--- config.mk ---
export PLATFORM = sky130hd
export DESIGN_NAME = defuse_sequencer_flat
export DESIGN_NICKNAME = d
export VERILOG_FILES = /design/src/rtl/defuse_sequencer_if.sv /design/src/rtl/defuse_sequencer.sv /design/src/flat_wrapper.sv
export SDC_FILE = /design/constraint.sdc
export NUM_CORES = 1
export LEC_CHECK = 0
export ABC_AREA = 1
export CORE_ASPECT_RATIO = 0.8
export CORE_UTILIZATION = 47
export CTS_CLUSTER_DIAMETER = 120
export DETAILED_ROUTE_END_ITERATION = 10
export GPL_ROUTABILITY_DRIVEN = 0
export PLACE_DENSITY = 0.81
export SYNTH_ARGS = -nofsm -noshare
export SYNTH_HDL_FRONTEND = slang
export SYNTH_SLANG_ARGS = --single-unit
export TNS_END_PERCENT = 30
--- constraint.sdc ---
create_clock -name clock -period 2.08 [get_ports clock]
set_input_delay 0.312 -clock clock [delete_from_list [all_inputs] [get_ports clock]]
set_output_delay 0.312 -clock clock [all_outputs]
set_load 0.03 [all_outputs]
--- src/rtl/defuse_sequencer_if.sv ---
// Board-side bundle for the defuse game controller.
// Inputs to the sequencer: 1 Hz tick, debounced active-high buttons, switch code.
// Outputs from the sequencer: level/key/time/strike status, outcome flags, LEDs.
//   master : board / stimulus side (drives tick, buttons, switches)
//   slave  : sequencer side (drives status and LEDs)
interface defuse_sequencer_if;
    logic        tick;
    logic        start_btn;
    logic        enter_btn;
    logic [17:0] sw;

    logic [2:0]  level;
    logic [17:0] level_key;
    logic [7:0]  time_left;
    logic [1:0]  strikes;
    logic        playing;
    logic        game_won;
    logic        game_over;
    logic [17:0] ledr;
    logic [7:0]  ledg;

    modport master (
        output tick, start_btn, enter_btn, sw,
        input  level, level_key, time_left, strikes,
               playing, game_won, game_over, ledr, ledg
    );

    modport slave (
        input  tick, start_btn, enter_btn, sw,
        output level, level_key, time_left, strikes,
               playing, game_won, game_over, ledr, ledg
    );
endinterface

--- src/rtl/defuse_sequencer.sv ---
// Registered game controller for the defuse board: sequences up to four
// code-entry levels, runs the per-level countdown, counts strikes and holds
// the win/loss outcome.
// Ports:
//   clock  - system clock, the only clock
//   reset  - synchronous, active-high reset
//   bus    - defuse_sequencer_if.slave: tick/buttons/switches in,
//            level, level_key, time_left, strikes, playing, game_won,
//            game_over, ledr, ledg out (all registered)
module defuse_sequencer #(
    parameter int unsigned NUM_LEVELS  = 4,
    parameter int unsigned MAX_STRIKES = 3,
    parameter logic [7:0]  TIME_L1     = 8'd30,
    parameter logic [7:0]  TIME_L2     = 8'd20,
    parameter logic [7:0]  TIME_L3     = 8'd10,
    parameter logic [7:0]  TIME_L4     = 8'd5,
    parameter logic [17:0] KEY_L1      = 18'b000000000000011111,
    parameter logic [17:0] KEY_L2      = 18'b101010101010101010,
    parameter logic [17:0] KEY_L3      = 18'b110000110100101110,
    parameter logic [17:0] KEY_L4      = 18'b111111111110111111
) (
    input logic               clock,
    input logic               reset,
    defuse_sequencer_if.slave bus
);

    localparam int unsigned KEY_W  = 18;
    localparam int unsigned TIME_W = 8;
    localparam int unsigned LVL_W  = 3;
    localparam int unsigned STK_W  = 2;
    localparam int unsigned MASK_W = 4;

    typedef enum logic [2:0] {
        S_IDLE,
        S_LOAD,
        S_PLAY,
        S_INTER,
        S_WON,
        S_LOST
    } state_e;

    state_e              state_q, state_d;
    logic [LVL_W-1:0]    level_q, level_d;
    logic [TIME_W-1:0]   time_left_q, time_left_d;
    logic [STK_W-1:0]    strikes_q, strikes_d;
    logic [MASK_W-1:0]   cleared_q, cleared_d;
    logic                start_q, enter_q;
    logic [KEY_W-1:0]    level_key_q, level_key_d;
    logic                playing_q, playing_d;
    logic                game_won_q, game_won_d;
    logic                game_over_q, game_over_d;
    logic [KEY_W-1:0]    ledr_q, ledr_d;
    logic [7:0]          ledg_q, ledg_d;

    logic                start_p;
    logic                enter_p;
    logic [1:0]          lvl_idx;

    // Key lookup for a level number; 0 outside 1..4.
    function automatic logic [KEY_W-1:0] key_for(input logic [LVL_W-1:0] lvl);
        case (lvl)
            3'd1:    key_for = KEY_L1;
            3'd2:    key_for = KEY_L2;
            3'd3:    key_for = KEY_L3;
            3'd4:    key_for = KEY_L4;
            default: key_for = '0;
        endcase
    endfunction

    // Countdown start value for a level number.
    function automatic logic [TIME_W-1:0] time_for(input logic [LVL_W-1:0] lvl);
        case (lvl)
            3'd1:    time_for = TIME_L1;
            3'd2:    time_for = TIME_L2;
            3'd3:    time_for = TIME_L3;
            3'd4:    time_for = TIME_L4;
            default: time_for = '0;
        endcase
    endfunction

    // Rising-edge detect against last cycle's button sample.
    assign start_p = bus.start_btn & ~start_q;
    assign enter_p = bus.enter_btn & ~enter_q;
    assign lvl_idx = 2'(level_q - 3'd1);

    // Next-state, counters and registered-output values.
    always_comb begin
        state_d     = state_q;
        level_d     = level_q;
        time_left_d = time_left_q;
        strikes_d   = strikes_q;
        cleared_d   = cleared_q;

        case (state_q)
            S_IDLE: begin
                if (start_p) begin
                    level_d   = 3'd1;
                    strikes_d = '0;
                    cleared_d = '0;
                    state_d   = S_LOAD;
                end
            end

            S_LOAD: begin
                time_left_d = time_for(level_q);
                state_d     = S_PLAY;
            end

            S_PLAY: begin
                // level_key_q holds the current key for the whole PLAY stay.
                if (enter_p && (bus.sw == level_key_q)) begin
                    cleared_d[lvl_idx] = 1'b1;
                    state_d = (level_q == LVL_W'(NUM_LEVELS)) ? S_WON : S_INTER;
                end else begin
                    // Wrong entry and tick are independent; either may lose.
                    if (enter_p) begin
                        if ((3'(strikes_q) + 3'd1) >= 3'(MAX_STRIKES)) begin
                            strikes_d = STK_W'(MAX_STRIKES);
                            state_d   = S_LOST;
                        end else begin
                            strikes_d = strikes_q + 2'd1;
                        end
                    end
                    if (bus.tick) begin
                        if (time_left_q <= 8'd1) begin
                            time_left_d = '0;
                            state_d     = S_LOST;
                        end else begin
                            time_left_d = time_left_q - 8'd1;
                        end
                    end
                end
            end

            S_INTER: begin
                if (start_p && (level_q < LVL_W'(NUM_LEVELS))) begin
                    level_d = level_q + 3'd1;
                    state_d = S_LOAD;
                end
            end

            S_WON, S_LOST: begin
                if (start_p) begin
                    level_d     = '0;
                    time_left_d = '0;
                    strikes_d   = '0;
                    cleared_d   = '0;
                    state_d     = S_IDLE;
                end
            end

            default: begin
                state_d = S_IDLE;
            end
        endcase

        // Outputs follow the state being entered, so they line up with state_q.
        level_key_d = (state_d == S_PLAY) ? key_for(level_d) : '0;
        playing_d   = (state_d == S_LOAD) || (state_d == S_PLAY);
        game_won_d  = (state_d == S_WON);
        game_over_d = (state_d == S_LOST);

        case (state_d)
            S_PLAY:  ledr_d = key_for(level_d);
            S_LOST:  ledr_d = '1;
            default: ledr_d = '0;
        endcase

        ledg_d = (state_d == S_WON) ? 8'hFF : {strikes_d, 2'b00, cleared_d};
    end

    // State, counters, button history and output registers.
    always_ff @(posedge clock) begin
        if (reset) begin
            state_q     <= S_IDLE;
            level_q     <= '0;
            time_left_q <= '0;
            strikes_q   <= '0;
            cleared_q   <= '0;
            start_q     <= 1'b1;
            enter_q     <= 1'b1;
            level_key_q <= '0;
            playing_q   <= 1'b0;
            game_won_q  <= 1'b0;
            game_over_q <= 1'b0;
            ledr_q      <= '0;
            ledg_q      <= '0;
        end else begin
            state_q     <= state_d;
            level_q     <= level_d;
            time_left_q <= time_left_d;
            strikes_q   <= strikes_d;
            cleared_q   <= cleared_d;
            start_q     <= bus.start_btn;
            enter_q     <= bus.enter_btn;
            level_key_q <= level_key_d;
            playing_q   <= playing_d;
            game_won_q  <= game_won_d;
            game_over_q <= game_over_d;
            ledr_q      <= ledr_d;
            ledg_q      <= ledg_d;
        end
    end

    assign bus.level     = level_q;
    assign bus.level_key = level_key_q;
    assign bus.time_left = time_left_q;
    assign bus.strikes   = strikes_q;
    assign bus.playing   = playing_q;
    assign bus.game_won  = game_won_q;
    assign bus.game_over = game_over_q;
    assign bus.ledr      = ledr_q;
    assign bus.ledg      = ledg_q;

endmodule
--- src/flat_wrapper.sv ---
// flat-port wrapper written by rule: the top's interface ports become plain ports
module defuse_sequencer_flat 
#(
    parameter int unsigned NUM_LEVELS  = 4,
    parameter int unsigned MAX_STRIKES = 3,
    parameter logic [7:0]  TIME_L1     = 8'd30,
    parameter logic [7:0]  TIME_L2     = 8'd20,
    parameter logic [7:0]  TIME_L3     = 8'd10,
    parameter logic [7:0]  TIME_L4     = 8'd5,
    parameter logic [17:0] KEY_L1      = 18'b000000000000011111,
    parameter logic [17:0] KEY_L2      = 18'b101010101010101010,
    parameter logic [17:0] KEY_L3      = 18'b110000110100101110,
    parameter logic [17:0] KEY_L4      = 18'b111111111110111111
)
  (clock, reset, bus_tick, bus_start_btn, bus_enter_btn, bus_sw, bus_level, bus_level_key, bus_time_left, bus_strikes, bus_playing, bus_game_won, bus_game_over, bus_ledr, bus_ledg);
  defuse_sequencer_if bus_i ();
  input logic clock;
  input logic reset;
  input wire logic [$bits(bus_i.tick)-1:0] bus_tick;
  input wire logic [$bits(bus_i.start_btn)-1:0] bus_start_btn;
  input wire logic [$bits(bus_i.enter_btn)-1:0] bus_enter_btn;
  input wire logic [$bits(bus_i.sw)-1:0] bus_sw;
  output wire logic [$bits(bus_i.level)-1:0] bus_level;
  output wire logic [$bits(bus_i.level_key)-1:0] bus_level_key;
  output wire logic [$bits(bus_i.time_left)-1:0] bus_time_left;
  output wire logic [$bits(bus_i.strikes)-1:0] bus_strikes;
  output wire logic [$bits(bus_i.playing)-1:0] bus_playing;
  output wire logic [$bits(bus_i.game_won)-1:0] bus_game_won;
  output wire logic [$bits(bus_i.game_over)-1:0] bus_game_over;
  output wire logic [$bits(bus_i.ledr)-1:0] bus_ledr;
  output wire logic [$bits(bus_i.ledg)-1:0] bus_ledg;
  assign bus_i.tick = bus_tick;
  assign bus_i.start_btn = bus_start_btn;
  assign bus_i.enter_btn = bus_enter_btn;
  assign bus_i.sw = bus_sw;
  assign bus_level = bus_i.level;
  assign bus_level_key = bus_i.level_key;
  assign bus_time_left = bus_i.time_left;
  assign bus_strikes = bus_i.strikes;
  assign bus_playing = bus_i.playing;
  assign bus_game_won = bus_i.game_won;
  assign bus_game_over = bus_i.game_over;
  assign bus_ledr = bus_i.ledr;
  assign bus_ledg = bus_i.ledg;
  defuse_sequencer #(.NUM_LEVELS(NUM_LEVELS), .MAX_STRIKES(MAX_STRIKES), .TIME_L1(TIME_L1), .TIME_L2(TIME_L2), .TIME_L3(TIME_L3), .TIME_L4(TIME_L4), .KEY_L1(KEY_L1), .KEY_L2(KEY_L2), .KEY_L3(KEY_L3), .KEY_L4(KEY_L4)) u_core (.clock(clock), .reset(reset), .bus(bus_i));
endmodule
* Word level (Yosys, flattened, before mapping) *
Cells that the tools add are included.

storage, ports and cells
  register bits = 69
  input port bits = 23
  output and inout bits = 60
  logic and storage cells = 93

operators by class
  multiplexer cells = 33
  reductions and logical operators = 10
  bitwise logic cells = 6
  $add $sub $neg = 5
  eq/ne operators = 21
  order comparisons = 5

operators by type and width
  cell                                                                    count
  18-bit case mux with 4 select lines                                     1
  8-bit 2-to-1 mux                                                        5
  3-bit 2-to-1 mux                                                        12
  18-bit case mux with 2 select lines                                     1
  8-bit case mux with 3 select lines                                      1
  3-bit by 2-bit equality test with 1-bit output (second input constant)  7
  5-bit case mux with 4 select lines                                      1
  18-bit equality test                                                    1
  3-bit equality test (second input constant)                             6
  3-bit case mux with 5 select lines                                      1
  3-bit by 1-bit equality test with 1-bit output (second input constant)  4
  3-bit case mux with 3 select lines                                      1
  8-bit by 1-bit <= comparator with 1-bit output (second input constant)  1
  2-bit 2-to-1 mux                                                        4
  4-bit 2-to-1 mux                                                        2
  4-bit case mux with 2 select lines                                      1
  8-bit by 1-bit subtractor with 8-bit output (second input constant)     1
  2-bit != test (second input constant)                                   2
  4-bit OR                                                                1
  2-bit case mux with 2 select lines                                      1
  4-bit AND reduction                                                     1
  2-bit OR reduction                                                      2
  2-bit by 1-bit adder with 3-bit output (second input constant)          1
  3-bit by 1-bit adder with 3-bit output (second input constant)          1
  16 further kinds                                                        21

* Depth between registers and ports, before layout *
Gate-level depths: netlist of the first run.

  depth after elaboration = 11
  mapped depth = 14
  gate-level depth less buffers = 14

* Least setup slack after synthesis of the first run *
No wires, ideal clock.

  path type = register to register
  from = register u_core.time_left_q[0] (netlist: u_core.bus.time_left[0])
  to = register u_core.ledr_q[11] (netlist: u_core.bus.ledr[11])
  setup slack = 142 ps
  data required time = 2020 ps
  path buffers = 0
  library setup time = 60 ps
  clock period less this slack = 1938 ps
  cell stages (with the launch flop) = 12
  arrival = 1878 ps
  cells stage by stage = dfxtp_1 -> inv_1 -> ha_1 -> o21ai_2 -> nor2_2 -> a21boi_2 -> nand2_1 -> nand2_2 -> nand3_2 -> a21oi_4 -> nand3_2 -> nand2_1

on the way
  cells in the longest elaborated chain, start to end = 7
  elaborated cells on any way between the ends = 8
  those cells by class = order compare: 1; eq/ne: 2; mux: 5

ends and longest elaborated chain
  item                                                                                          RTL line                 source
  start: declaration                                                                            defuse_sequencer.sv:44   logic [TIME_W-1:0] time_left_q, time_left_d;
  start signal: assignment                                                                      defuse_sequencer.sv:191  time_left_q <= time_left_d;
  8-bit by 1-bit <= comparator with 1-bit output (*)                                            defuse_sequencer.sv:125  if (time_left_q <= 8'd1) begin
  3-bit 2-to-1 mux (*)                                                                          defuse_sequencer.sv:125
  3-bit 2-to-1 mux (*)                                                                          defuse_sequencer.sv:124  if (bus.tick) begin
  3-bit 2-to-1 mux (*)                                                                          defuse_sequencer.sv:111  if (enter_p && (bus.sw == level_key_q)) begin
  3-bit case mux with 5 select lines (*)                                                        defuse_sequencer.sv:94   case (state_q)
  3-bit equality test / 3-bit by 2-bit equality test with 1-bit output (equally long branches)  defuse_sequencer.sv:163  case (state_d)
  18-bit case mux with 2 select lines (*)                                                       defuse_sequencer.sv:163
  end signal: assignment                                                                        defuse_sequencer.sv:200  ledr_q <= ledr_d;
  end: declaration                                                                              defuse_sequencer.sv:52   logic [KEY_W-1:0] ledr_q, ledr_d;

Every way passes the cells marked *; elsewhere a longest branch is shown, timed or not.
A chain may end at the register's enable or synchronous reset.

* Worst setup path after layout of the first run *
  from = register u_core.time_left_q[1] (netlist: u_core.bus.time_left[1])
  to = register u_core.ledr_q[16] (netlist: u_core.bus.ledr[16])

Same word-level chain as after synthesis.

==> results by group, run 1 <==
Status
  – Status: finished, final reports clean

Critical path
  – Logic depth of the worst path, buffers included: 12
  – Dominant delay contributor by cell family on the critical path: compound AO/OA/AOI/OAI gates
  – Termination of the worst setup path: u_core.bus.ledr[16]$_SDFF_PP0_
  – Minimum setup slack among reg-to-reg paths: about 170 ps
  – Endpoint required time on the critical path: approximately 2300 ps
  – Critical path data arrival time: about 2200 ps
  – Terminus of the critical flop-to-flop path: u_core.bus.ledr[16]$_SDFF_PP0_
  – Launching element of the worst setup path: u_core.bus.time_left[1]$_SDFFE_PP0P_
  – Launch instance of the worst register-to-register path: u_core.bus.time_left[1]$_SDFFE_PP0P_
  – Class of the most critical setup path: reg -> reg
  – Launching element type of the critical path: register
  – Cells traversed along the worst timing path: inv_1, ha_1, o21ai_2, nor2_2, a21boi_2, nand2_1, nand2_2, nand3_2, a21oi_4, buf_12, nand3_2, nand2_1
  – Cell depth of the worst flop-to-flop path: 12
  – Capturing element type of the critical path: register
  – Largest stage delay on the critical path: roughly 370 ps
  – CP bufs+invs: 2
  – Slowest stage cell, crit path: sky130_fd_sc_hd__dfxtp_1
  – Critical path peak fanout: 8

CTS
  – Clock transition at the register clock pins on the worst setup and hold paths after CTS: roughly 90 ps
  – Sink count of the clock tree: 46
  – Skew-Pair Late Insertion Delay: 310 ps
  – Deepest clock path buffer count: 2
  – Hold-fix buffers at CTS: 0
  – Clock tree from TritonCTS: built
  – H-tree levels: 2
  – Clk root buf: sky130_fd_sc_hd__clkbuf_8
  – Number of buffers created by CTS: 5

Cells and area
  – Final design area excluding fillers: about 3600 sq um
  – Fraction of layout cells with a size suffix above 1: 16.9%
  – Nets: ~480
  – Area overhead of the layout relative to synthesis: 35.8%
  – Total inserted antenna cells: 0
  – Layout fillers: around 450
  – Most common cell after layout, fill and taps aside: sky130_fd_sc_hd__clkdlybuf4s50_1
  – Most frequent cells in the layout: sky130_fd_sc_hd__clkdlybuf4s50_1 (81), sky130_fd_sc_hd__nand2_1 (79), sky130_fd_sc_hd__inv_1 (48), sky130_fd_sc_hd__nor2_1 (48), sky130_fd_sc_hd__dfxtp_1 (44)
  – Final std cells w/o fill: 523

GRT
  – Overflow after GRT: 0
  – Global-route wire length before repair: 10,600 um
  – Vias in the first global route: roughly 2,400
  – Pin count of the biggest net entering global routing: 17
  – Combined global-route utilization of all metal layers: 22.4%
  – Number of antenna violations at the first check in global routing: 0

Drt
  – Number of design-rule violations left by the first detailed-router iteration: around 130
  – Detailed Route WL: ~6500 um
  – First-pass DRT Iterations: 5
  – Via density per instance: roughly 4.8
  – Drt wl/cell: between 10 and 15 um
  – Number of nets still failing antenna checks after routing: 0
  – Total number of vias: around 2,500
  – Remaining DRCs: 0

STA
  – Setup Skew: ~7.5 ps
  – Final Hold Viols: 0
  – Max Fclk: about 0.52 GHz
  – Final Max Slew Viols: 0
  – Post-route minimum period: about 1900 ps
  – Setup repair after global routing missed its margin: false
  – # setup viols final: 0
  – Final-layout setup total negative slack: 0 ps
  – Fraction of the cycle the final worst path needs: 91.7%

Power
  – Proportion of power drawn by the clock network: between 30% and 40%
  – Part of the power in registers: between 50% and 60%
  – Internal power: 1280 uW
  – Total net switching power: around 530 uW
  – Total leakage power: about 0.0017 uW
  – Post-route total power: 1810 uW
  – Sw Share: a little under 30%
  – Logic pwr share: between 10% and 20%
  – Peak supply drop: 0.310 mV
  – Total power per unit cell area: 502 nW/um^2

Place
  – HPWL Detailed: ~5000 um
  – Area post-placement: roughly 3500 sq um
  – Dpl cells: just over 500
  – Number of port buffers: between 80 and 90

Synthesis
  – Synthesized-area fraction occupied by xor and xnor cells: roughly 1.6%
  – Dominant combinational cell family by area after synthesis: simple AND/OR/NAND/NOR gates
  – Count of state elements after synthesis: between 40 and 50
  – Post-synthesis cell count: between 300 and 400
  – Synthesized-area fraction occupied by adder cells: ~3.8%
  – Cell area after technology mapping: between 2000 and 3000 sq um
  – Yosys warns: 0
  – Library cells used by synthesis: 37
  – Area fraction in compound gates after synthesis: about a tenth
  – Number of nets in the synthesized netlist: 397
  – Sequential fraction of the synthesis area: 34.7%
  – Mux contribution to synthesized area: 0%
  – Synth Area per Inst: a little over 7 sq um
  – Post-synthesis share of cell area spent on and, or, nand and nor gates: approximately a third

Job
  – Max-cap viol count: 0

Floorplan
  – Die ar.: 5960 sq um
  – Initial cell density of the core: around half
  – DIE WIDTH: 86.1 um
  – Core box area: 5440 sq um
  – IO Count: 83
  – Die Span Y: around 69 um
  – Count of standard-cell rows: 24

Hold path
  – Min-Delay Path Class: reg -> reg
  – Hold path startpoint: u_core.cleared_q[3]$_SDFF_PP0_
[final cells by class]
class / count / area [sq um] / share of cell area, %
Timing Repair Buffer: 96 / 936 / 25.9
Multi-Input combinational cell: 238 / 1340 / 37.2
Tap cell: 78 / 97.6 / 2.70
Clock inverter: 3 / 25.0 / 0.693
Sequential cell: 46 / 923 / 25.6
Inverter: 57 / 214 / 5.93
Clock buffer: 5 / 68.8 / 1.91
[kinds of logic (layout without fill, tap and decap cells)]
family                     Yosys count  in the layout
buffers and inverters               82            161
xor gates and xnor gates             5              5
DFF                                 46             46
and+or+nand+nor                    180            180
adders and majority gates            8              8
AOI/OAI and AO/OA                   44             44
other                                1              1
[through the flow]
| step | hold WS (ps) | worst slack, ps | utilization (%) |
|---|---|---|---|
| after global routing | 551 | 12.7 | 66.4 |
| after CTS | 522 | 105 | 65.9 |
| after detailed placement | 501 | -81.1 | 64.2 |
| after global placement | 484 | -20.9 | 64.2 |
| final | 526 | 173 | 66.4 |
| after floorplan | 409 | 142 | - |
[power groups by stage]
stage / registers, uW / logic, uW / clock network [uW]
finish: 907 / 327 / 578
global route: 909 / 357 / 624
CTS: 907 / 321 / 586
detailed placement: 928 / 318 / 0
global placement: 927 / 313 / 0
floorplan: 950 / 177 / 0
[how the worst min path moves through the flow]
stage	to	depth (start not counted)
3_5_place_dp	u_core.cleared_q[2]$_SDFF_PP0_	2
6_report	u_core.cleared_q[3]$_SDFF_PP0_	2
2_1_floorplan	u_core.enter_q$_SDFF_PP1_	2
3_3_place_gp	u_core.cleared_q[1]$_SDFF_PP0_	2
4_1_cts	u_core.cleared_q[2]$_SDFF_PP0_	2
5_1_grt	u_core.cleared_q[3]$_SDFF_PP0_	2
[flip-flops by register name, summed over array words and instances (netlist names)]
signal                count
u_core.bus.ledr           8
u_core.cleared_q          4
u_core.bus.ledg           7
u_core.bus.time_left      8
u_core.bus.strikes        2
u_core.start_q            1
u_core.bus.game_over      1
u_core.bus.level_key      7
u_core.state_q            3
u_core.enter_q            1
u_core.bus.level          3
u_core.bus.playing        1
[worst min-delay path: stages (launching register included)]
cell and delay (ps):
sky130_fd_sc_hd__dfxtp_1 320, sky130_fd_sc_hd__a22oi_1 90, sky130_fd_sc_hd__nor2_1 80
[routing by layer]
metal  vias to the layer above  wire length, um  track usage, %
met5                         -                0               0
met1                      1138             2990            29.4
met4                         0               97            8.33
met3                        10              295            4.05
li1                       1269                -               -
met2                        83             3080            36.4
[synth_stat cells (all sizes together)]
library cell	n	share of area, %
nand3	25	7.4
o211ai	4	1.3
nor3b	1	0.28
inv	57	8.1
a21oi	14	3.3
xnor2	2	0.66
nor3	3	0.57
nand3b	1	0.28
a22oi	4	1.1
o21ai	15	3.0
nand2	87	14
a21o	1	0.28
or2	1	0.24
clkbuf	2	0.28
a21boi	2	0.71
nand4	1	0.24
conb	1	0.14
dfxtp	46	35
xor2	3	0.99
buf	23	6.5
o22ai	4	0.94
nor2	61	11
ha	8	3.8
[what timing repair did]
| item | in CTS | in global routing |
|---|---|---|
| endpoints found under the setup margin | 0 | 18 |
| endpoints found under the hold margin | 0 | 0 |
| buffers inserted | 0 | 1 |
| gates resized for setup | 0 | 3 |
No activity file was read; power rests on OpenSTA's default activity.
==> run 2, diff against run 1 <==
--- a/config.mk
+++ b/config.mk
@@ -7,11 +7,11 @@
 export LEC_CHECK = 0
 export ABC_AREA = 1
 export CORE_ASPECT_RATIO = 0.8
-export CORE_UTILIZATION = 47
+export CORE_UTILIZATION = 45
 export CTS_CLUSTER_DIAMETER = 120
 export DETAILED_ROUTE_END_ITERATION = 10
 export GPL_ROUTABILITY_DRIVEN = 0
-export PLACE_DENSITY = 0.81
+export PLACE_DENSITY = 0.78
 export SYNTH_ARGS = -nofsm -noshare
 export SYNTH_HDL_FRONTEND = slang
 export SYNTH_SLANG_ARGS = --single-unit
==> run 2 against run 1 <==
Effect of this change:
- largest cell class unchanged
- non-clock buffer count stayed put
- critical path type unchanged
- first-iteration DRC count is 23% lower
- sequential share of layout area hardly changed
==> results by group, run 2 (synthesis gave the netlist of run 1 again) <==
CTS
  – Skew-Pair Late Insertion Delay: ~300 ps
  – H-tree levels: 2
  – Clock tree from TritonCTS: built
  – Clock transition at the register clock pins on the worst setup and hold paths after CTS: approximately 90 ps
  – Deepest clock path buffer count: 2
  – Sink count of the clock tree: 46
  – Number of buffers created by CTS: 5
  – Clk root buf: sky130_fd_sc_hd__clkbuf_8
  – Hold-fix buffers at CTS: 0

Place
  – Number of port buffers: 81
  – Dpl cells: about 500
  – HPWL Detailed: just under 5000 um

Cells and area
  – Final std cells w/o fill: 523
  – Most common cell after layout, fill and taps aside: sky130_fd_sc_hd__clkdlybuf4s50_1
  – Layout fillers: about 500
  – Fraction of layout cells with a size suffix above 1: between 10% and 20%
  – Area overhead of the layout relative to synthesis: 36.0%
  – Share of the core filled with cells in the final layout: between 60% and 70%
  – Most frequent cells in the layout: sky130_fd_sc_hd__clkdlybuf4s50_1 (81), sky130_fd_sc_hd__nand2_1 (80), sky130_fd_sc_hd__inv_1 (48), sky130_fd_sc_hd__nor2_1 (48), sky130_fd_sc_hd__dfxtp_1 (44)
  – Total inserted antenna cells: 0
  – Nets: 475

Power
  – Sw Share: roughly 28%
  – Total leakage power: 0.00169 uW
  – Total net switching power: slightly above 500 uW
  – Internal power: roughly 1300 uW
  – Peak supply drop: 0.432 mV
  – Logic pwr share: between 10% and 20%
  – Total power per unit cell area: 492 nW/um^2
  – Part of the power in registers: between 50% and 60%
  – Proportion of power drawn by the clock network: 30.6%

Critical path
  – Critical path data arrival time: 2140 ps
  – Endpoint required time on the critical path: 2320 ps
  – Critical path peak fanout: 10
  – Class of the most critical setup path: reg -> reg
  – Dominant delay contributor by cell family on the critical path: simple AND/OR/NAND/NOR gates
  – Capturing element type of the critical path: register
  – Cells traversed along the worst timing path: inv_1, ha_1, o21ai_2, nor2_2, a21boi_2, nand3_1, nand3_2, nand2_8, nor2_8, nand3_2, inv_1
  – Launching element type of the critical path: register
  – Logic depth of the worst path, buffers included: 11
  – Slowest stage cell, crit path: sky130_fd_sc_hd__dfxtp_1
  – Largest stage delay on the critical path: approximately 370 ps
  – CP bufs+invs: 2
  – Cell depth of the worst flop-to-flop path: 11

Drt
  – Via density per instance: about 4.7
  – Total number of vias: around 2,500
  – Drt wl/cell: roughly 12 um
  – Detailed Route WL: about 6200 um
  – First-pass DRT Iterations: 4
  – Number of nets still failing antenna checks after routing: 0
  – Number of design-rule violations left by the first detailed-router iteration: around 100
  – Remaining DRCs: 0

STA
  – # setup viols final: 0
  – Post-route minimum period: approximately 1900 ps
  – Setup repair after global routing missed its margin: false
  – Max Fclk: roughly 0.52 GHz
  – Final Max Slew Viols: 0
  – Setup Skew: slightly below 8 ps
  – Fraction of the cycle the final worst path needs: about nine tenths
  – Final Hold Viols: 0
  – Final-layout setup total negative slack: 0 ps

Status
  – Status: finished, final reports clean

Floorplan
  – Die Span Y: slightly above 70 um
  – Die ar.: 6220 sq um
  – Core box area: 5560 sq um
  – DIE WIDTH: roughly 88 um
  – Count of standard-cell rows: 24
  – Initial cell density of the core: 47.8%
  – IO Count: between 80 and 90

Job
  – Max-cap viol count: 0

Hold path
  – Hold path depth: 2
  – Min-Delay Path Class: reg -> reg

GRT
  – Pin count of the biggest net entering global routing: 16
  – Combined global-route utilization of all metal layers: 20.6%
  – Overflow after GRT: 0
  – Global-route wire length before repair: just over 10,000 um
  – Vias in the first global route: 2,211
  – Number of antenna violations at the first check in global routing: 0
[run 2: changes by cell type in the layout (fill, tap and decap cells not counted)]
cell | before | now
sky130_fd_sc_hd__clkinv_2 | 0 | 1
sky130_fd_sc_hd__ha_1 | 8 | 7
sky130_fd_sc_hd__ha_2 | 0 | 1
sky130_fd_sc_hd__inv_6 | 1 | 0
sky130_fd_sc_hd__nand2_1 | 79 | 80
sky130_fd_sc_hd__nand2_2 | 4 | 3
sky130_fd_sc_hd__nand2_4 | 4 | 3
sky130_fd_sc_hd__nand2_8 | 0 | 1
[run 2: area by class of cell]
class                   instances  area, sq um  area share, %
multi-input cells             238         1350           37.4
repair buffers                 96          936           25.9
flip-flops and latches         46          923           25.6
inverters                      57          214           5.92
well taps                      78         97.6           2.70
clock buffers                   5         68.8           1.90
clock inverters                 3         21.3          0.589
[run 2: repair_timing]
action	4_1_cts	5_1_grt
resized for setup	0	4
endpoints found under the hold margin	0	0
setup endpoints to repair	0	13
buffers inserted	0	0
[run 2: power by group through the flow]
stage	Sequential [uW]	Combinational, uW	Clock [uW]
after floorplan	950	177	0
after global placement	927	316	0
after detailed placement	928	321	0
after CTS	907	324	558
after global routing	909	359	598
final	907	327	544
[run 2: per-layer routing]
layer	global-route usage (%)	up-vias	wire, um
met2	31.4	59	2760
met3	3.15	6	254
met4	4.37	0	59
met1	30.6	1112	3080
li1	-	1274	-
met5	0	-	0
[run 2: worst min-delay path: cells and delay by family, from the launching register on]
| kind | cells | cell delay, ps |
|---|---|---|
| compound gates | 1 | 50 |
| simple gates | 1 | 60 |
| flops | 1 | 350 |
[run 2: worst paths after layout]
path                                         from                              endpoint  slack (ps)
max          u_core.bus.time_left[1]$_SDFFE_PP0P_   u_core.bus.level_key[16]$_SDFF_PP0_         170
min reg2reg  u_core.bus.time_left[0]$_SDFFE_PP0P_  u_core.bus.time_left[0]$_SDFFE_PP0P_         510
min          u_core.bus.time_left[0]$_SDFFE_PP0P_  u_core.bus.time_left[0]$_SDFFE_PP0P_         510
max reg2reg  u_core.bus.time_left[1]$_SDFFE_PP0P_   u_core.bus.level_key[16]$_SDFF_PP0_         170
[run 2: stage by stage]
step	worst slack [ps]	total power [uW]	hold slack (ps)	cell area, sq um
finish	174	1780	507	3610
CTS	109	1790	523	3600
detailed placement	-71.5	1250	501	3510
global placement	-33.6	1240	486	3510
global route	8.83	1870	534	3610
floorplan	142	1130	409	2660
==> run 3, diff against run 2 <==
==> constraint.sdc (replaced) <==
create_clock -name clock -period 2.08 [get_ports clock]
set_input_delay 0.312 -clock clock [delete_from_list [all_inputs] [get_ports clock]]
set_output_delay 0.312 -clock clock [all_outputs]
set_load 0.1 [all_outputs]
==> run 3 against run 2 <==
Effect of this change:
- hold slack got worse by 4.0 ps
- combinational power rose by 19%
- via count down 1.9%
- first-iteration DRC count stayed put
- die area stayed put
- critical endpoint unchanged
- largest power group unchanged
- highest routed layer unchanged
==> results by group, run 3 (synthesis gave the netlist of run 1 again) <==
GRT
  – Pin count of the biggest net entering global routing: 19
  – Vias in the first global route: about 2,200
  – Number of antenna violations at the first check in global routing: 0
  – Combined global-route utilization of all metal layers: 20.5%
  – Overflow after GRT: 0
  – Global-route wire length before repair: around 10,000 um

STA
  – Max Fclk: about 0.51 GHz
  – Post-route minimum period: slightly below 2000 ps
  – PnR worst setup slack: 127 ps
  – Fraction of the cycle the final worst path needs: around 94%
  – Final Max Slew Viols: 0
  – Setup repair after global routing missed its margin: false
  – Final-layout setup total negative slack: 0 ps
  – # setup viols final: 0
  – Setup Skew: 9.06 ps
  – Final Hold Viols: 0

Critical path
  – Launching element type of the critical path: register
  – Class of the most critical setup path: reg -> reg
  – Dominant delay contributor by cell family on the critical path: simple AND/OR/NAND/NOR gates
  – Largest stage delay on the critical path: 380 ps
  – CP bufs+invs: 2
  – Cells traversed along the worst timing path: inv_1, ha_1, o21ai_2, nor2_2, a21boi_2, nand3_1, nand3_2, nand2_4, nor2_8, nand3_2, inv_1
  – Slowest stage cell, crit path: sky130_fd_sc_hd__dfxtp_4
  – Capturing element type of the critical path: register
  – Critical path data arrival time: 2190 ps
  – Critical path peak fanout: 10
  – Endpoint required time on the critical path: roughly 2300 ps
  – Minimum setup slack among reg-to-reg paths: ~130 ps

CTS
  – Clk root buf: sky130_fd_sc_hd__clkbuf_8
  – Skew-Pair Late Insertion Delay: ~310 ps
  – Sink count of the clock tree: 46
  – Deepest clock path buffer count: 2
  – Clock transition at the register clock pins on the worst setup and hold paths after CTS: roughly 90 ps
  – H-tree levels: 2
  – Hold-fix buffers at CTS: 0
  – Number of buffers created by CTS: 5
  – Clock tree from TritonCTS: built

Cells and area
  – Nets: 474
  – Final std cells w/o fill: around 520
  – Area overhead of the layout relative to synthesis: 30.6%
  – Most frequent cells in the layout: sky130_fd_sc_hd__nand2_1 (80), sky130_fd_sc_hd__buf_4 (72), sky130_fd_sc_hd__inv_1 (48), sky130_fd_sc_hd__nor2_1 (48), sky130_fd_sc_hd__dfxtp_1 (30)
  – Layout fillers: 512
  – Most common cell after layout, fill and taps aside: sky130_fd_sc_hd__nand2_1
  – Share of the core filled with cells in the final layout: between 60% and 70%
  – Total inserted antenna cells: 0
  – Fraction of layout cells with a size suffix above 1: about a third

Power
  – Peak supply drop: roughly 0.35 mV
  – Total leakage power: between 0.0015 and 0.002 uW
  – Total power per unit cell area: approximately 530 nW/um^2

Place
  – HPWL Detailed: about 4900 um
  – Dpl cells: 513
  – Number of port buffers: 81
  – Place WS: -112 ps

Floorplan
  – Initial cell density of the core: between 40% and 50%
  – IO Count: 83
  – DIE WIDTH: approximately 88 um
  – Core box area: roughly 5600 sq um
  – Die ar.: just over 6000 sq um
  – Die Span Y: 70.7 um
  – Count of standard-cell rows: 24

Drt
  – First-pass DRT Iterations: 4
  – Total number of vias: approximately 2,400
  – Remaining DRCs: 0
  – Via density per instance: roughly 4.6
  – Number of design-rule violations left by the first detailed-router iteration: between 100 and 150
  – Drt wl/cell: approximately 12 um
  – Number of nets still failing antenna checks after routing: 0
  – Routed metal-1 wirelength: 2900 um
  – Detailed Route WL: between 6000 and 7000 um
  – Routed length on met2: between 2000 and 3000 um
  – Highest signal layer in the routed design: met4
  – Routed length on met3: approximately 350 um

Status
  – Status: finished, final reports clean

Job
  – Max-cap viol count: 0

Hold path
  – Min-Delay Path Class: reg -> reg
-- run 3: per-layer routing --
| metal | GRT usage (%) | up-vias |
|---|---|---|
| met5 | 0 | - |
| met4 | 7.65 | 0 |
| met3 | 3.50 | 12 |
| met2 | 31.8 | 58 |
| met1 | 28.5 | 1063 |
| li1 | - | 1272 |
-- run 3: report_power, final --
group	leakage [uW]	internal (uW)	switching (uW)
Combinational	0.00138	137	252
Clock	0.0000484	237	317
Sequential	0.000380	894	12.5
-- run 3: through the flow --
step / hold WS [ps] / total power [uW] / cell area, sq um
6_report: 503 / 1850 / 3470
4_1_cts: 501 / 1860 / 3450
3_5_place_dp: 484 / 1310 / 3360
3_3_place_gp: 482 / 1310 / 3360
2_1_floorplan: 409 / 1200 / 2680
5_1_grt: 512 / 1930 / 3470
-- run 3: tightest hold or removal path, stage by stage (launching register included) --
cell and delay [ps]:
sky130_fd_sc_hd__dfxtp_2 350, sky130_fd_sc_hd__nand2_1 60, sky130_fd_sc_hd__a21oi_1 50
-- run 3: final timing paths --
check | start | endpoint | cells past startpoint
setup / recovery | u_core.bus.time_left[0]$_SDFFE_PP0P_ | u_core.bus.level_key[16]$_SDFF_PP0_ | 11
hold / removal | u_core.bus.time_left[5]$_SDFFE_PP0P_ | u_core.bus.time_left[5]$_SDFFE_PP0P_ | 2
setup reg to reg | u_core.bus.time_left[0]$_SDFFE_PP0P_ | u_core.bus.level_key[16]$_SDFF_PP0_ | 11
hold reg to reg | u_core.bus.time_left[5]$_SDFFE_PP0P_ | u_core.bus.time_left[5]$_SDFFE_PP0P_ | 2
-- run 3: cell type report --
| class | count | area [sq um] | area share, % |
|---|---|---|---|
| sequential | 46 | 946 | 27.3 |
| multi-input combinational | 238 | 1340 | 38.7 |
| inverter | 57 | 214 | 6.17 |
| clock buffer | 5 | 68.8 | 1.98 |
| tap | 78 | 97.6 | 2.81 |
| timing repair buffer | 95 | 781 | 22.5 |
| clock inverter | 3 | 20.0 | 0.577 |
-- run 3: what timing repair did --
| item | 4_1_cts | 5_1_grt |
|---|---|---|
| setup buffers | 0 | 1 |
| resized for setup | 0 | 0 |
| setup endpoints to repair | 0 | 4 |
